===== src/rtl/mem_stage_pkg.sv =====
// Shared widths and controller state encodings for the MEM stage.
package mem_stage_pkg;
    localparam int WORD_LEN          = 32;
    localparam int REG_FILE_ADDR_LEN = 5;
    localparam int SRAM_ADDR_LEN     = 16;

    typedef enum logic [1:0] {
        IDLE = 2'd0,
        BUSY = 2'd1,
        DONE = 2'd2
    } state_t;
endpackage


===== src/rtl/sram_controller.sv =====
// SRAM access controller: IDLE/BUSY/DONE FSM, SRAM-side registers,
// pipeline freeze and the captured read word.
module sram_controller
    import mem_stage_pkg::*;
(
    input  logic                     clk,
    input  logic                     rst,
    input  logic                     mem_r_en,
    input  logic                     mem_w_en,
    input  logic [SRAM_ADDR_LEN-1:0] word_addr,
    input  logic [WORD_LEN-1:0]      st_value,
    output logic                     sram_req,
    output logic                     sram_we,
    output logic [SRAM_ADDR_LEN-1:0] sram_addr,
    output logic [WORD_LEN-1:0]      sram_wdata,
    input  logic [WORD_LEN-1:0]      sram_rdata,
    input  logic                     sram_ready,
    output logic                     freeze,
    output logic [WORD_LEN-1:0]      read_value
);
    state_t state_q, state_d;
    logic   access;

    assign access = mem_r_en | mem_w_en;

    // Freeze upstream until the access has completed (DONE releases it).
    assign freeze = access & (state_q != DONE);

    // Request is decoded from state so reset drops it asynchronously.
    assign sram_req = (state_q == BUSY);

    // State register.
    always_ff @(posedge clk or negedge rst) begin
        if (!rst) state_q <= IDLE;
        else      state_q <= state_d;
    end

    // Next-state logic; BUSY waits for ready with no timeout.
    always_comb begin
        state_d = state_q;
        case (state_q)
            IDLE:    if (access) state_d = BUSY;
            BUSY:    if (sram_ready) state_d = DONE;
            DONE:    state_d = IDLE;
            default: state_d = IDLE;
        endcase
    end

    // SRAM-side registers latch in IDLE and hold through BUSY; a combined
    // read+write request is treated as a store.
    always_ff @(posedge clk or negedge rst) begin
        if (!rst) begin
            sram_addr  <= '0;
            sram_wdata <= '0;
            sram_we    <= 1'b0;
        end else if (state_q == IDLE && access) begin
            sram_addr  <= word_addr;
            sram_wdata <= st_value;
            sram_we    <= mem_w_en;
        end
    end

    // Read register captures the SRAM word on the completing BUSY cycle only.
    always_ff @(posedge clk or negedge rst) begin
        if (!rst)                             read_value <= '0;
        else if (state_q == BUSY && sram_ready) read_value <= sram_rdata;
    end
endmodule


===== src/rtl/mem_stage.sv =====
// MEM pipeline stage: SRAM controller plus the MEM/WB pipeline register.
module mem_stage
    import mem_stage_pkg::*;
(
    input  logic                         clk,
    input  logic                         rst,
    input  logic                         WB_EN_in,
    input  logic                         MEM_R_EN_in,
    input  logic                         MEM_W_EN_in,
    input  logic [WORD_LEN-1:0]          ALU_res_in,
    input  logic [WORD_LEN-1:0]          ST_value_in,
    input  logic [REG_FILE_ADDR_LEN-1:0] dest_in,
    output logic                         sram_req,
    output logic                         sram_we,
    output logic [SRAM_ADDR_LEN-1:0]     sram_addr,
    output logic [WORD_LEN-1:0]          sram_wdata,
    input  logic [WORD_LEN-1:0]          sram_rdata,
    input  logic                         sram_ready,
    output logic                         freeze,
    output logic                         WB_EN_out,
    output logic                         MEM_R_EN_out,
    output logic [WORD_LEN-1:0]          ALU_res_out,
    output logic [WORD_LEN-1:0]          mem_read_value,
    output logic [REG_FILE_ADDR_LEN-1:0] dest_out
);
    logic [WORD_LEN-1:0] read_value;

    // Byte address -> word address; low two and high bits are dropped.
    sram_controller u_ctrl (
        .clk        (clk),
        .rst        (rst),
        .mem_r_en   (MEM_R_EN_in),
        .mem_w_en   (MEM_W_EN_in),
        .word_addr  (ALU_res_in[17:2]),
        .st_value   (ST_value_in),
        .sram_req   (sram_req),
        .sram_we    (sram_we),
        .sram_addr  (sram_addr),
        .sram_wdata (sram_wdata),
        .sram_rdata (sram_rdata),
        .sram_ready (sram_ready),
        .freeze     (freeze),
        .read_value (read_value)
    );

    // MEM/WB register: bubble the control bits while frozen, hold data.
    always_ff @(posedge clk or negedge rst) begin
        if (!rst) begin
            WB_EN_out      <= 1'b0;
            MEM_R_EN_out   <= 1'b0;
            ALU_res_out    <= '0;
            mem_read_value <= '0;
            dest_out       <= '0;
        end else if (freeze) begin
            WB_EN_out      <= 1'b0;
            MEM_R_EN_out   <= 1'b0;
        end else begin
            WB_EN_out      <= WB_EN_in;
            MEM_R_EN_out   <= MEM_R_EN_in;
            ALU_res_out    <= ALU_res_in;
            mem_read_value <= read_value;
            dest_out       <= dest_in;
        end
    end
endmodule


===== config.mk =====
export PLATFORM = sky130hd
export DESIGN_NAME = mem_stage
export DESIGN_NICKNAME = d
export VERILOG_FILES = /design/src/rtl/mem_stage_pkg.sv /design/src/rtl/sram_controller.sv /design/src/rtl/mem_stage.sv
export SDC_FILE = /design/constraint.sdc
export NUM_CORES = 1
export LEC_CHECK = 0
export CORE_ASPECT_RATIO = 0.7
export CORE_MARGIN = 2
export CORE_UTILIZATION = 46
export DETAILED_ROUTE_END_ITERATION = 8
export PLACE_DENSITY = 0.94
export SLEW_MARGIN = 20
export SYNTH_ARGS = -nofsm -noshare
export SYNTH_HDL_FRONTEND = slang
export SYNTH_SLANG_ARGS = --single-unit
export TNS_END_PERCENT = 10

===== constraint.sdc =====
create_clock -name clk -period 4.09 [get_ports clk]
set_input_delay 0.818 -clock clk [delete_from_list [all_inputs] [get_ports clk]]
set_output_delay 0.818 -clock clk [all_outputs]
set_load 0.05 [all_outputs]

After elaboration in Yosys (flattened, before gate mapping)
Cells that the tools add are included.
{ "classes": {"n_mux": 5, "bitwise": 2, "n_reduce_logical": 4, "n_eq_ne": 4} }
{ "op_table": {"columns": ["op", "n"], "rows": [
  ["2-bit 2-to-1 mux", 2],
  ["2-bit by 1-bit inequality test with 1-bit output, second input constant", 2],
  ["2-bit one-hot mux with 2 select lines", 1],
  ["2-bit by 1-bit equality test with 1-bit output, second input constant", 1],
  ["1-bit logical AND", 2],
  ["2-bit zero test", 1],
  ["1-bit 2-to-1 mux", 2],
  ["2-bit inequality test, second input constant", 1],
  ["2-bit AND reduction", 1],
  ["1-bit AND", 1],
  ["1-bit bitwise OR", 1]
]} }
{ "totals": {"in_bits": 107, "wordCells": 25, "out_inout_bits": 122, "ff_bits": 154} }

Depth between registers and ports, before layout
{ "depth": {"depth_word": 3, "depth_mapped": 5, "mapped_depth_nobuf": 3} }

Cells and area by module
Synthesis repeated with hierarchy kept, for this count alone.
{ "unflattened": {"hier_cells": 333, "area_unflattened_um2": 6174.7} }
{ "by_module_without_submodules": {"columns": ["mod", "cells_each", "area_per_inst_um2", "n_inst", "seq_area_each_um2"], "rows": [
  ["sram_controller", 183, 3206.8, 1, 2077.0],
  ["mem_stage", 150, 2967.8, 1, 1776.7]
]} }

Least setup slack after synthesis
No wires, ideal clock.
{ "synth_timing": {"kind": "input to output", "startpoint": "input MEM_W_EN_in", "endpoint": "output freeze", "path_slack_ns": 1.805, "path_buffers": 1, "t_arrival_ns": 1.467, "required_ns": 3.272, "cell_stages": 3, "cell_sequence": "nor2_1 -> a21oi_2 -> buf_2"} }
{ "synth_between": {"elab_chain_cells": 2} }
{ "synth_lines": {"columns": ["item", "line_no", "text"], "rows": [
  ["start: declaration", "mem_stage.sv:9", "input logic MEM_W_EN_in,"],
  ["1-bit bitwise OR", "sram_controller.sv:24", "assign access = mem_r_en | mem_w_en;"],
  ["1-bit AND", "sram_controller.sv:27", "assign freeze = access & (state_q != DONE);"],
  ["end: declaration", "mem_stage.sv:19", "output logic freeze,"]
]} }
No other way between the ends.

Worst setup path in the final report
{ "layout_timing": {"startpoint": "input MEM_R_EN_in", "endpoint": "output freeze"} }
{ "layout_between": {"elab_chain_cells": 2} }
{ "layout_lines": {"columns": ["item", "line_no", "text"], "rows": [
  ["start: declaration", "mem_stage.sv:8", "input logic MEM_R_EN_in,"],
  ["1-bit bitwise OR", "sram_controller.sv:24", null],
  ["1-bit AND", "sram_controller.sv:27", null]
]} }
No other way between the ends.

==> flow_summary.yaml <==
drt:
  via_count: 3617
  detail_route.drc_violations: 0
  antenna_violating_nets_post_route: 0
  drt_pass1_iterations: 4
  first_iter_violations: 56
  routedWlPerCell_um: 17.8
  post_drt_via_cell_ratio: 4.91
  routed_wirelength_mm: 13.2
final_layout:
  final-instance-count-excl-fill: 737
  area_of_combinational_cells_with_multiple_inputs_mm2: 0.00177
  area_growth_syn_to_layout_pct: 53.8
  final_net_count: 677
  nFillCells: 733
  antenna-diode-count: 0
  layout.core_utilization: 0.737
  drive_above_1_share: 0.312
  register_area_mm2: 0.00385
clocking:
  path_clk_slew_ns: 0.06
  ctsRootBufferMaster: "sky130_fd_sc_hd__clkbuf_16"
  htreeDepth: 4
  numClockSinks: 154
  post_cts.repair.setup_buffers: 0
  cts_tree: "done"
  number_of_buffers_created_by_cts: 17
  clockBufferDepth: 2
  clk_latency_ns: 0.40
  hold_bufs_inserted_after_cts: 0
  post_cts_resized: 0
global_route:
  initial_antenna_violation_count: 0
  groute.usage.overall: 0.208
  grt_start_max_net_pins: 125
  wire_length_of_the_first_global_routing_pass_mm: 21.2
  grt_remaining_overflow: 0
  first_global_vias: 4088
synth:
  synth_fa_ha_area_frac: 0
  synth.avg_cell_area_um2: 17.2
  syn_inst: 332
  asyncSetResetFlopFracSynth: 1.00
  syn-num-nets: 439
  synth-compound-area-share: 0.00527
  syn_area_mm2: 0.00569
  post_synth_most_frequent_cells: "sky130_fd_sc_hd__dfrtp_1 (154), sky130_fd_sc_hd__mux2_2 (143), sky130_fd_sc_hd__buf_2 (13)"
  synthesized_area_fraction_occupied_by_xor_and_xnor_cells: 0
  post-synth-top-area-fraction: 0.677
  postSynthRegisterBits: 154
  synthFlopType: "sky130_fd_sc_hd__dfrtp_1"
  synth.largest_area_cell: "sky130_fd_sc_hd__dfrtp_1"
  yosysMostFrequentCell: "sky130_fd_sc_hd__dfrtp_1"
  synth_edf_count: 0
  synth.lib_cells_used.distinct: 16
  yosysSeqAreaShare: 0.677
  synth_top_family_by_area: "multiplexers"
  yosys-mux-area-fraction: 0.295
  synth_simple_gate_area_share: 0.00791
  netlist_top_cells_area: "sky130_fd_sc_hd__dfrtp_1 (68%), sky130_fd_sc_hd__mux2_2 (28%), sky130_fd_sc_hd__mux2_1 (1.2%)"
  synth.yosys.warnings: 0
worst_setup_path:
  r2r_end: "mem_read_value[29]"
  worst_setup_path_endpoint: "freeze"
  worstReg2RegStart: "u_ctrl.state_q[0]"
  cp.required_ns: 3.27
  setup_crit_start: "MEM_R_EN_in"
  worst-path-max-fanout: 3
  timing.critical_path.from_type: "primary input"
  path_class: "in2out"
  setup.reg_to_reg.worst_slack_ns: 2.02
  worst-endpoint-arrival_ns: 2.45
  ff2ff_path_depth: 4
  end_kind: "output pin"
timing:
  totalNegativeSetupSlack_ns: 0
  period_needed_ns: 3.27
  setup_viol: 0
  timing.final.ws_setup_ns: 0.820
  final.setup_skew_ns: 0.0115
  final.period_utilization: 0.799
  slew_headroom: 0.369
  rsz0062_at_grt: "no"
  final.hold.worst_slack_ns: 0.489
  maxClockFrequency_mhz: 306
  hold_viol: 0
  tightest_slew_ns: 0.946
  finalMaxSlewViolations: 0
placement:
  pre_cts_slack_ns: 0.828
  gp_routability_congestion: 0.768
  placedCellCount: 708
  place.port_buffers: 228
  dp_hpwl_mm: 9.49
power:
  power.ir.vdd_worst_uv: 622
  netSwitchingPower_mw: 3.42
  p_leak_nw: 3.67
  sw_frac_of_total: 0.419
  power.share.clock: 0.196
  p_per_area_mw_per_mm2: 931
  power.internal_mw: 4.73
  p_seq_frac: 0.313
  power.combinational.fraction: 0.491
die:
  die_width_um: 137
  floorplan.io_pins: 229
  initial_utilization: 0.479
  die_h_um: 97.1
  floorplan.core_area_mm2: 0.0119
  dieArea_mm2: 0.0133
  floorplan.rows: 33
min_path:
  min-delay-path-class: "reg2reg"
run_status:
  status: "finished clean"
flow_run:
  maxCapViolations: 0
## how the worst min path moves through the flow
stage | startpoint | endpoint | slack [ns] | depth (start not counted)
final | u_ctrl.read_value[31] | mem_read_value[31] | 0.49 | 1
after global routing | u_ctrl.read_value[31] | mem_read_value[31] | 0.51 | 1
after CTS | u_ctrl.read_value[31] | mem_read_value[31] | 0.49 | 1
after detailed placement | u_ctrl.read_value[31] | mem_read_value[31] | 0.47 | 1
after global placement | u_ctrl.read_value[31] | mem_read_value[31] | 0.46 | 1
after floorplan | u_ctrl.read_value[17] | mem_read_value[17] | 0.45 | 1
## through the flow
stage,power [mW],instance area [µm²]
floorplan,5.14,5690
global placement,6.46,8150
detailed placement,6.61,8150
CTS,8.23,8760
global route,8.52,8760
finish,8.15,8760
## metal layers
metal / track usage / routed length [µm] / share of wire
met4: 0.0825 / 323 / 0.025
met3: 0.0725 / 1140 / 0.087
met5: 0 / 0 / 0
met1: 0.231 / 5120 / 0.39
met2: 0.362 / 6570 / 0.50
## final cells by class
class | instances | share of cell area
Clock buffer | 17 | 0.0486
Clock inverter | 12 | 0.0203
Inverter | 2 | 0.000857
Multi-Input combinational cell | 161 | 0.202
Sequential cell | 154 | 0.440
Tap cell | 157 | 0.0224
Timing Repair Buffer | 234 | 0.266
## cells by family (layout without fill, tap and decap cells)
kind of cell    count (synthesis)  after routing
flops                         154            154
compound gates                  4              4
mux                           149            149
buf+inv                        17            265
simple gates                    8              8
## registers in the layout, summed over array words and instances (netlist names)
register / cells
ALU_res_out: 32
mem_read_value: 32
u_ctrl.read_value: 32
u_ctrl.sram_wdata: 32
u_ctrl.sram_addr: 16
dest_out: 5
u_ctrl.state_q: 2
MEM_R_EN_out: 1
WB_EN_out: 1
u_ctrl.sram_we: 1
## power groups by stage
stage	Combinational, mW	Sequential, mW	Clock (mW)
finish	4.00	2.55	1.60
floorplan	0.814	4.33	0
CTS	4.04	2.56	1.63
detailed placement	4.03	2.58	0
global placement	3.95	2.51	0
global route	4.16	2.65	1.70
## critical path, stage by stage
cell and delay, ns:
sky130_fd_sc_hd__clkdlybuf4s50_1 0.51, sky130_fd_sc_hd__nor2_1 0.12, sky130_fd_sc_hd__a21oi_4 0.14, sky130_fd_sc_hd__clkdlybuf4s50_1 0.85
## placed cells by master (no fill, tap or decap), drive strengths merged, types with 2 or more instances in the layout
cell type,count
nor2,3
inv,2
clkdlybuf4s50,227
bufinv,4
mux2,149
dfrtp,154
clkbuf,18
buf,6
clkinv,7
a21oi,2
No activity file was read; power rests on OpenSTA's default activity.
